`config.mk`:
```
export PLATFORM = sky130hd
export DESIGN_NAME = gfx_fader_flat
export DESIGN_NICKNAME = d
export VERILOG_FILES = /design/src/rtl/gfx_fader_if.sv /design/src/rtl/gfx_fader.sv /design/src/flat_wrapper.sv
export SDC_FILE = /design/constraint.sdc
export NUM_CORES = 1
export LEC_CHECK = 0
export CAP_MARGIN = 40
export CORE_MARGIN = 5
export CORE_UTILIZATION = 45
export DETAILED_ROUTE_END_ITERATION = 12
export PLACE_DENSITY = 0.83
export SYNTH_ARGS = -nofsm -noshare
export SYNTH_HDL_FRONTEND = slang
export SYNTH_SLANG_ARGS = --single-unit
```
`constraint.sdc`:
```
create_clock -name axi_clk -period 3.1 [get_ports axi_clk]
set_input_delay 0.62 -clock axi_clk [delete_from_list [all_inputs] [get_ports axi_clk]]
set_output_delay 0.62 -clock axi_clk [all_outputs]
set_load 0.01 [all_outputs]
```
`src/rtl/gfx_fader_if.sv`:
```
// AXI master/slave bundle between the fade engine and the SRAM arbiter port.
// Carries the five AXI channels; rresp/bresp are present but not interpreted.
// Parameterised by address width AW and data width DW.
interface gfx_fader_if #(
  parameter int AW = 20,
  parameter int DW = 16
);
  logic [AW-1:0]   axi_araddr;
  logic            axi_arvalid;
  logic            axi_arready;
  logic [DW-1:0]   axi_rdata;
  logic [1:0]      axi_rresp;
  logic            axi_rvalid;
  logic            axi_rready;
  logic [AW-1:0]   axi_awaddr;
  logic            axi_awvalid;
  logic            axi_awready;
  logic [DW-1:0]   axi_wdata;
  logic [DW/8-1:0] axi_wstrb;
  logic            axi_wvalid;
  logic            axi_wready;
  logic [1:0]      axi_bresp;
  logic            axi_bvalid;
  logic            axi_bready;

  modport master (
    output axi_araddr, axi_arvalid, input axi_arready,
    input  axi_rdata, axi_rresp, axi_rvalid, output axi_rready,
    output axi_awaddr, axi_awvalid, input axi_awready,
    output axi_wdata, axi_wstrb, axi_wvalid, input axi_wready,
    input  axi_bresp, axi_bvalid, output axi_bready
  );

  modport slave (
    input  axi_araddr, axi_arvalid, output axi_arready,
    output axi_rdata, axi_rresp, axi_rvalid, input axi_rready,
    input  axi_awaddr, axi_awvalid, output axi_awready,
    input  axi_wdata, axi_wstrb, axi_wvalid, output axi_wready,
    output axi_bresp, axi_bvalid, input axi_bready
  );
endinterface

```
`src/rtl/gfx_fader.sv`:
```
// Frame-buffer fade engine: per pass, read each pixel, decay its intensity, write it back.
// Latency: one pixel in flight; AR, R, AW/W, B strictly serialised, then one NEXT cycle.
// Backpressure: every valid held until its ready; enable=0 pauses between pixels.
// Optional: define GFX_FADER_SKIP_EN to skip the write-back of all-zero pixels.
module gfx_fader #(
  parameter int PIXEL_BITS     = 12,
  parameter int META_BITS      = 4,
  parameter int AXI_ADDR_WIDTH = 20,
  parameter int AXI_DATA_WIDTH = 16,
  parameter int FB_PIXELS      = 307200,
  parameter int FADE_STEP      = 1
) (
  input  logic axi_clk,
  input  logic axi_resetn,
  input  logic start,
  input  logic enable,
  output logic busy,
  output logic done,
  gfx_fader_if.master axi
);

  localparam int PM = PIXEL_BITS + META_BITS;
  localparam logic [AXI_ADDR_WIDTH-1:0] LAST_ADDR = AXI_ADDR_WIDTH'(FB_PIXELS - 1);
  localparam logic [META_BITS-1:0]      STEP      = META_BITS'(FADE_STEP);

  typedef enum logic [2:0] {
    S_IDLE,
    S_AR,
    S_R,
    S_AW_W,
    S_B,
    S_NEXT
  } state_t;

  state_t                    state;
  logic [AXI_ADDR_WIDTH-1:0] addr;
  logic [AXI_DATA_WIDTH-1:0] wdata_q;
  logic                      arvalid_q;
  logic                      rready_q;
  logic                      awvalid_q;
  logic                      wvalid_q;
  logic                      bready_q;

  logic [META_BITS-1:0]      in_meta;
  logic [META_BITS-1:0]      new_meta;
  logic [PIXEL_BITS-1:0]     in_colour;
  logic [AXI_DATA_WIDTH-1:0] faded;
  logic                      aw_fin;
  logic                      w_fin;
`ifdef GFX_FADER_SKIP_EN
  logic                      pix_zero;
`endif

  // Response codes and any pad bits above the pixel carry nothing we act on.
  logic unused_ok;
  assign unused_ok = ^{axi.axi_rresp, axi.axi_bresp, axi.axi_rdata};

  // Decay the pixel on the read data bus; colour is blanked once intensity hits zero.
  always_comb begin
    in_meta   = axi.axi_rdata[META_BITS-1:0];
    in_colour = axi.axi_rdata[PM-1:META_BITS];
    new_meta  = (in_meta > STEP) ? (in_meta - STEP) : '0;
    faded     = '0;
    faded[META_BITS-1:0] = new_meta;
    faded[PM-1:META_BITS] = (new_meta == '0) ? '0 : in_colour;
`ifdef GFX_FADER_SKIP_EN
    pix_zero  = (axi.axi_rdata[PM-1:0] == '0);
`endif
  end

  // A write channel is finished once its valid is low or is handshaking this cycle.
  assign aw_fin = !awvalid_q || axi.axi_awready;
  assign w_fin  = !wvalid_q  || axi.axi_wready;

  // Pass sequencer: walks addresses 0..FB_PIXELS-1, one read-modify-write at a time.
  always_ff @(posedge axi_clk or negedge axi_resetn) begin
    if (!axi_resetn) begin
      state     <= S_IDLE;
      addr      <= '0;
      wdata_q   <= '0;
      arvalid_q <= 1'b0;
      rready_q  <= 1'b0;
      awvalid_q <= 1'b0;
      wvalid_q  <= 1'b0;
      bready_q  <= 1'b0;
      busy      <= 1'b0;
      done      <= 1'b0;
    end else begin
      done <= 1'b0;
      case (state)
        S_IDLE: begin
          if (start) begin
            busy      <= 1'b1;
            arvalid_q <= enable;
            state     <= S_AR;
          end
        end
        S_AR: begin
          // A pass started while paused raises arvalid only once enable returns.
          if (!arvalid_q) begin
            if (enable) arvalid_q <= 1'b1;
          end else if (axi.axi_arready) begin
            arvalid_q <= 1'b0;
            rready_q  <= 1'b1;
            state     <= S_R;
          end
        end
        S_R: begin
          if (axi.axi_rvalid) begin
            rready_q <= 1'b0;
            wdata_q  <= faded;
`ifdef GFX_FADER_SKIP_EN
            if (pix_zero) begin
              state <= S_NEXT;
            end else begin
              awvalid_q <= 1'b1;
              wvalid_q  <= 1'b1;
              state     <= S_AW_W;
            end
`else
            awvalid_q <= 1'b1;
            wvalid_q  <= 1'b1;
            state     <= S_AW_W;
`endif
          end
        end
        S_AW_W: begin
          if (axi.axi_awready) awvalid_q <= 1'b0;
          if (axi.axi_wready)  wvalid_q  <= 1'b0;
          if (aw_fin && w_fin) begin
            bready_q <= 1'b1;
            state    <= S_B;
          end
        end
        S_B: begin
          if (axi.axi_bvalid) begin
            bready_q <= 1'b0;
            state    <= S_NEXT;
          end
        end
        S_NEXT: begin
          if (addr == LAST_ADDR) begin
            addr  <= '0;
            busy  <= 1'b0;
            done  <= 1'b1;
            state <= S_IDLE;
          end else if (enable) begin
            addr      <= addr + 1'b1;
            arvalid_q <= 1'b1;
            state     <= S_AR;
          end
        end
        default: state <= S_IDLE;
      endcase
    end
  end

  // The write goes back to the address the pixel was read from.
  assign axi.axi_araddr  = addr;
  assign axi.axi_arvalid = arvalid_q;
  assign axi.axi_rready  = rready_q;
  assign axi.axi_awaddr  = addr;
  assign axi.axi_awvalid = awvalid_q;
  assign axi.axi_wdata   = wdata_q;
  assign axi.axi_wstrb   = '1;
  assign axi.axi_wvalid  = wvalid_q;
  assign axi.axi_bready  = bready_q;

endmodule
```
`src/flat_wrapper.sv`:
```
// flat-port wrapper written by rule: the top's interface ports become plain ports
module gfx_fader_flat 
#(
  parameter int PIXEL_BITS     = 12,
  parameter int META_BITS      = 4,
  parameter int AXI_ADDR_WIDTH = 20,
  parameter int AXI_DATA_WIDTH = 16,
  parameter int FB_PIXELS      = 307200,
  parameter int FADE_STEP      = 1
)
  (axi_clk, axi_resetn, start, enable, busy, done, axi_axi_araddr, axi_axi_arvalid, axi_axi_arready, axi_axi_rdata, axi_axi_rresp, axi_axi_rvalid, axi_axi_rready, axi_axi_awaddr, axi_axi_awvalid, axi_axi_awready, axi_axi_wdata, axi_axi_wstrb, axi_axi_wvalid, axi_axi_wready, axi_axi_bresp, axi_axi_bvalid, axi_axi_bready);
  gfx_fader_if axi_i ();
  input  logic axi_clk;
  input  logic axi_resetn;
  input  logic start;
  input  logic enable;
  output logic busy;
  output logic done;
  output wire logic [$bits(axi_i.axi_araddr)-1:0] axi_axi_araddr;
  output wire logic [$bits(axi_i.axi_arvalid)-1:0] axi_axi_arvalid;
  input wire logic [$bits(axi_i.axi_arready)-1:0] axi_axi_arready;
  input wire logic [$bits(axi_i.axi_rdata)-1:0] axi_axi_rdata;
  input wire logic [$bits(axi_i.axi_rresp)-1:0] axi_axi_rresp;
  input wire logic [$bits(axi_i.axi_rvalid)-1:0] axi_axi_rvalid;
  output wire logic [$bits(axi_i.axi_rready)-1:0] axi_axi_rready;
  output wire logic [$bits(axi_i.axi_awaddr)-1:0] axi_axi_awaddr;
  output wire logic [$bits(axi_i.axi_awvalid)-1:0] axi_axi_awvalid;
  input wire logic [$bits(axi_i.axi_awready)-1:0] axi_axi_awready;
  output wire logic [$bits(axi_i.axi_wdata)-1:0] axi_axi_wdata;
  output wire logic [$bits(axi_i.axi_wstrb)-1:0] axi_axi_wstrb;
  output wire logic [$bits(axi_i.axi_wvalid)-1:0] axi_axi_wvalid;
  input wire logic [$bits(axi_i.axi_wready)-1:0] axi_axi_wready;
  input wire logic [$bits(axi_i.axi_bresp)-1:0] axi_axi_bresp;
  input wire logic [$bits(axi_i.axi_bvalid)-1:0] axi_axi_bvalid;
  output wire logic [$bits(axi_i.axi_bready)-1:0] axi_axi_bready;
  assign axi_axi_araddr = axi_i.axi_araddr;
  assign axi_axi_arvalid = axi_i.axi_arvalid;
  assign axi_i.axi_arready = axi_axi_arready;
  assign axi_i.axi_rdata = axi_axi_rdata;
  assign axi_i.axi_rresp = axi_axi_rresp;
  assign axi_i.axi_rvalid = axi_axi_rvalid;
  assign axi_axi_rready = axi_i.axi_rready;
  assign axi_axi_awaddr = axi_i.axi_awaddr;
  assign axi_axi_awvalid = axi_i.axi_awvalid;
  assign axi_i.axi_awready = axi_axi_awready;
  assign axi_axi_wdata = axi_i.axi_wdata;
  assign axi_axi_wstrb = axi_i.axi_wstrb;
  assign axi_axi_wvalid = axi_i.axi_wvalid;
  assign axi_i.axi_wready = axi_axi_wready;
  assign axi_i.axi_bresp = axi_axi_bresp;
  assign axi_i.axi_bvalid = axi_axi_bvalid;
  assign axi_axi_bready = axi_i.axi_bready;
  gfx_fader #(.PIXEL_BITS(PIXEL_BITS), .META_BITS(META_BITS), .AXI_ADDR_WIDTH(AXI_ADDR_WIDTH), .AXI_DATA_WIDTH(AXI_DATA_WIDTH), .FB_PIXELS(FB_PIXELS), .FADE_STEP(FADE_STEP)) u_core (.axi_clk(axi_clk), .axi_resetn(axi_resetn), .start(start), .enable(enable), .busy(busy), .done(done), .axi(axi_i));
endmodule
```
==> metrics, run 1 <==
Yosys cell types 38; layout cell share with drive strength beyond 1 5.863%; First DRT Iteration DRCs 45; yosys synthesis warning count 0; Worst-Skew Late Latency 0.30 ns; post-route ant nets 0; area of the core 5107 µm²; Antenna diodes 0; HP Class in -> async; register-to-register setup slack 0.89 ns; outcome complete, no violations; clk sinks 46; vias in the first global route 1,944; DRT Wirelength 5.437 mm; clk root buf clkbuf_8; period utilization 81.41%; endpoints failing setup 0; DP HPWL 4.219 mm; drt pass-1 iters 4; Pleak 1.439 nW; Worst R2R Path Depth 5; number of remaining DRC errors 0; kind of critical path in -> reg; EDFF count, synth 0; chip height 82.70 µm; Max Slew Vio Count 0; Pwr Density 693.1 nW/µm²; via/cell ratio 5.199; top_reg_cell synth dfrtp_1; IO Port Bufs 87; proportion of synthesized chip area in sequential cells 48.40%; synth top area cells dfrtp_1 48%, buf_4 8.2%, a22o_1 4.8%; Relative slew margins 43.12%; Crit. End Element flip-flop; GP Congestion 0.8367; crit-path max FO 12; Final Hold Fails 0; top cell type's share of synthesized area 48.40%; initial antenna violation count 0; GR Util All Layers 16.99%; Initial Util 46.57%; Layout fillers 431; global route overflow 0; Num CTS Buffers 5; most common cell after layout, fill and taps aside clkdlybuf4s50_1; first-pass GRT wire length 9.004 mm; #FFs+latches synth 46; drt wl/cell 14.42 µm; worst-margin pin slew 0.8531 ns; IO Pins 94; cells after synthesis 240; ys async rst share 100.0%; clk buf depth 2; synthesized cell area 2379 µm²; Vias 1,960; row cnt 26; die area 6839 µm²; Die X 82.70 µm; leading area contributor after synthesis dfrtp_1; Area Growth Syn to Fin 38.61%; H-tree lvl count 2; Layout Skew 0.01176 ns; Layout Nets 338; Critical Path RT 3.33 ns; RSZ-0062 raised after global routing no; Max Fclk 0.3962 GHz; CTS tree done; post-CTS setup buffers 0; Final TNS setup 0 ns; Final Util 64.55%; startpoint type of the worst setup path input port; Reg-to-Reg Start u_core.state[1]; fin crit period 2.524 ns; largest net degree at the start of global routing 26; Avg Cell Area, Syn 9.911 µm²; post_cts resized 0; Worst R2R End u_core.axi.axi_wdata[10]; Max-Cap Viols 0; CTS clk-pin slew, worst paths 0.09 ns; worst vdd ir 0.4122 mV; Worst EP arrival 2.75 ns; Hold-fix buffers, CTS 0; commonest non-fill, non-tap cells in the layout 86 x clkdlybuf4s50_1, 46 x dfrtp_1, 19 x nor2_1, 19 x nand2_1, 19 x o21ai_0
-- worst max-delay path: stages --
cell	delay (ns)
clkdlybuf4s50_1	0.54
inv_1	0.06
ha_1	0.23
o21ai_0	0.22
o31ai_1	0.12
a21oi_1	0.70
a22o_1	0.25
-- kinds of logic after synthesis --
family	after synthesis	synth area share, %
buf+inv	40	10.52
flops	46	48.40
fa+ha+maj	3	1.578
other cells	1	0.1577
compound gates	51	13.78
xor+xnor	17	6.260
simple gates	80	18.46
mux	2	0.8417
-- worst max path at each step --
stage / slack [ns] / startpoint / end / depth (start not counted)
floorplan: 1.32 / u_core.axi.axi_araddr[0] / u_core.axi.axi_arvalid / 7
detailed placement: 0.26 / axi_axi_rdata[0] / u_core.axi.axi_wdata[10] / 7
global route: 0.36 / axi_axi_rdata[0] / u_core.axi.axi_wdata[10] / 7
finish: 0.58 / axi_axi_rdata[0] / u_core.axi.axi_wdata[10] / 7
global placement: 0.33 / axi_axi_rdata[0] / u_core.axi.axi_wdata[10] / 7
CTS: 0.57 / axi_axi_rdata[0] / u_core.axi.axi_wdata[10] / 7
-- sequential cells by signal, summed over array words and instances, names as in the netlist --
signal	cells
u_core.axi.axi_araddr	20
u_core.axi.axi_wdata	16
u_core.state	3
u_core.axi.axi_arvalid	1
u_core.axi.axi_awvalid	1
u_core.axi.axi_bready	1
u_core.axi.axi_rready	1
u_core.axi.axi_wvalid	1
u_core.busy	1
u_core.done	1
-- area by class of cell --
type,count,area [µm²],area share (%)
inverters,9,33.78,1.025
clock inverters,2,60.06,1.822
flip-flops and latches,46,1151,34.91
repair buffers,89,900.9,27.32
clock buffers,6,82.58,2.505
multi-input cells,155,980.9,29.75
well taps,70,87.58,2.657
-- cell usage after synthesis (2+ instances only) --
master,number
and2_1,2
o31ai_1,2
ha_1,3
nor2b_1,3
a21oi_1,10
o21ai_0,19
buf_2,2
and3_1,6
inv_1,9
nor3_1,2
and4_4,3
buf_4,26
mux2i_1,2
xor2_1,10
nor3_2,2
xnor2_1,7
and4_1,4
nand4_1,4
nand3_1,9
nand2_1,19
dfrtp_1,46
or3_1,2
a22o_1,13
nor2_1,19
clkbuf_1,3
-- per-stage QoR --
step / power, W / area, µm² / instances / setup slack (ns) / hold WS [ns]
floorplan: 0.001335 / 2382 / 241 / 1.323 / 0.3244
global placement: 0.001729 / 3127 / 368 / 0.3347 / 0.4644
detailed placement: 0.001760 / 3154 / 369 / 0.2633 / 0.4638
CTS: 0.002309 / 3297 / 377 / 0.5698 / 0.3044
global route: 0.002440 / 3297 / 377 / 0.3558 / 0.3282
finish: 0.002285 / 3297 / 377 / 0.5763 / 0.2860
-- report_power, final --
group          internal (W)  switching (W)
Clock              0.000344       0.000200
Combinational      0.000466       0.000359
Sequential         0.000760       0.000156
-- layer usage --
| layer | wire, µm | GRT usage (%) | vias up |
|---|---|---|---|
| li1 | - | - | 946 |
| met1 | 2261 | 21.13 | 934 |
| met2 | 2615 | 28.13 | 78 |
| met3 | 548 | 6.074 | 2 |
| met4 | 11 | 4.248 | 0 |
| met5 | 0 | 0 | - |
(Power assumes the default switching activity.)
==> run 2, diff against run 1 <==
--- a/config.mk
+++ b/config.mk
@@ -7,9 +7,9 @@
 export LEC_CHECK = 0
 export CAP_MARGIN = 40
 export CORE_MARGIN = 5
-export CORE_UTILIZATION = 45
+export CORE_UTILIZATION = 44
 export DETAILED_ROUTE_END_ITERATION = 12
-export PLACE_DENSITY = 0.83
+export PLACE_DENSITY = 0.82
 export SYNTH_ARGS = -nofsm -noshare
 export SYNTH_HDL_FRONTEND = slang
 export SYNTH_SLANG_ARGS = --single-unit
==> constraint.sdc (replaced) <==
create_clock -name axi_clk -period 2.5 [get_ports axi_clk]
set_input_delay 0.5 -clock axi_clk [delete_from_list [all_inputs] [get_ports axi_clk]]
set_output_delay 0.5 -clock axi_clk [all_outputs]
set_load 0.01 [all_outputs]
==> run 2 against run 1 <==
Effect of this change: clock skew down 0.0051 ns; worst setup slack worse by 0.16 ns; clock power down 16%; largest power group unchanged; register-to-register slack worse by 0.19 ns; first-iteration DRC count is 40% higher; total power grew 15%; non-clock buffer count rose by 5; cell area shrank 0.65%; global-route usage down 0.82 points; sequential share of layout area rose by 0.23 points.
==> metrics, run 2 (same netlist as run 1, synthesis figures left out) <==
Pleak 1.438 nW; GP Congestion 0.8431; Layout fillers 431; Die X 83.53 µm; IO Port Bufs 87; commonest non-fill, non-tap cells in the layout 86 x clkdlybuf4s50_1, 46 x dfrtp_1, 19 x nor2_1, 19 x nand2_1, 19 x o21ai_0; H-tree lvl count 2; period utilization 83.53%; Crit. Startpoint axi_axi_rdata[0]; post-route ant nets 0; clk sinks 46; row cnt 26; first-pass GRT wire length 9.459 mm; Clock Power Share 17.4%; Crit. End Element flip-flop; Critical Path RT 2.73 ns; global route overflow 0; sw frac 33.48%; GR Util All Layers 16.17%; Psw 0.0008815 W; Final Hold Fails 0; multi-input logic area 980.9 µm²; Max Fclk 0.4789 GHz; Pwr Density 803.8 nW/µm²; clk buf depth 2; die area 6976 µm²; Reg power frac 43.3%; kind of critical path in -> reg; endpoints failing setup 0; outcome complete, no violations; Max Slew Vio Count 0; Max-Cap Viols 0; drt wl/cell 14.65 µm; DRT Wirelength 5.596 mm; First DRT Iteration DRCs 63; Cells after DPL 373; Layout Nets 343; max FFs per register 20; number of remaining DRC errors 0; HP Class in -> async; worst vdd ir 0.5336 mV; Reg-to-Reg Start u_core.axi.axi_araddr[0]; crit-path max FO 11; startpoint type of the worst setup path input port; DP HPWL 4.235 mm; vias in the first global route 1,983; Layout Cells excl Fill 382; fin crit period 2.088 ns; Initial Util 45.98%; post_cts resized 0; combinational share of power 39.4%; CTS clk-pin slew, worst paths 0.08 ns; initial antenna violation count 0; P_int 0.001751 W; CP max stage delay 0.53 ns; IO Pins 94; Worst EP arrival 2.32 ns; via/cell ratio 5.186; Num CTS Buffers 5; area of the core 5172 µm²; clk root buf clkbuf_8; slowest cell on the critical path clkdlybuf4s50_1; largest net degree at the start of global routing 47; Final Util 63.33%; Worst-Skew Late Latency 0.29 ns; RSZ-0062 raised after global routing no; most common cell after layout, fill and taps aside clkdlybuf4s50_1; layout cell share with drive strength beyond 1 7.051%; Antenna diodes 0; drt pass-1 iters 4; CTS tree done; Layout Skew 0.006678 ns; Vias 1,981; Hold-fix buffers, CTS 0; Register Area 1151 µm²; post-CTS setup buffers 0; Area Growth Syn to Fin 37.72%; chip height 83.53 µm; CP Cell Sequence clkdlybuf4s50_1 -> inv_1 -> ha_1 -> o21ai_0 -> o31ai_1 -> a21oi_1 -> buf_4 -> a22o_1
## run 2: layer usage
metal	global-route usage, %	share of wire (%)
met5	0	0
met4	3.509	0.79
met3	5.429	9.8
met2	27.11	48
met1	20.34	42
## run 2: critical path: cells and delay by family
family                   cells  cell delay (ns)
adder cells (fa/ha/maj)      1             0.23
buffers and inverters        3             0.82
AO/OA/AOI/OAI                4             0.77
## run 2: area by class of cell
cell class | instances | area share (%)
clock buffer | 7 | 2.636
clock inverter | 1 | 0.1528
inverter | 9 | 1.031
multi-input combinational | 155 | 29.95
sequential | 46 | 35.14
tap | 70 | 2.674
timing repair buffer | 94 | 28.42
## run 2: path summary, 6_finish.rpt
check | slack (ns) | end | cells past startpoint
max | 0.41 | u_core.axi.axi_wdata[13] | 8
min | 0.17 | u_core.axi.axi_araddr[19] | 2
max reg2reg | 0.70 | u_core.axi.axi_araddr[3] | 6
min reg2reg | 0.49 | u_core.axi.axi_wdata[0] | 2
max in group asynchronous | 2.11 | u_core.axi.axi_araddr[12] | 2
min in group axi_clk | 0.49 | u_core.axi.axi_wdata[0] | 2
## run 2: power groups by stage
stage / Combinational [W] / Sequential, W / Clock [W]
floorplan: 0.000497 / 0.00116 / 0
global placement: 0.00101 / 0.00115 / 0
detailed placement: 0.00104 / 0.00115 / 0
CTS: 0.00105 / 0.00114 / 0.000469
global route: 0.00115 / 0.00118 / 0.000502
finish: 0.00104 / 0.00114 / 0.000457
## run 2: per-stage QoR
step | setup WS (ns) | setup TNS (ns) | power (W) | cell area [µm²] | hold WS, ns
6_report | 0.4118 | 0 | 0.002633 | 3276 | 0.1713
3_3_place_gp | -0.1196 | -1.423 | 0.002159 | 3177 | 0.4638
4_1_cts | 0.04717 | 0 | 0.002660 | 3268 | 0.1892
2_1_floorplan | 0.7234 | 0 | 0.001655 | 2382 | 0.2044
3_5_place_dp | -0.2702 | -3.075 | 0.002193 | 3177 | 0.4764
5_1_grt | 0.2966 | 0 | 0.002829 | 3276 | 0.1891
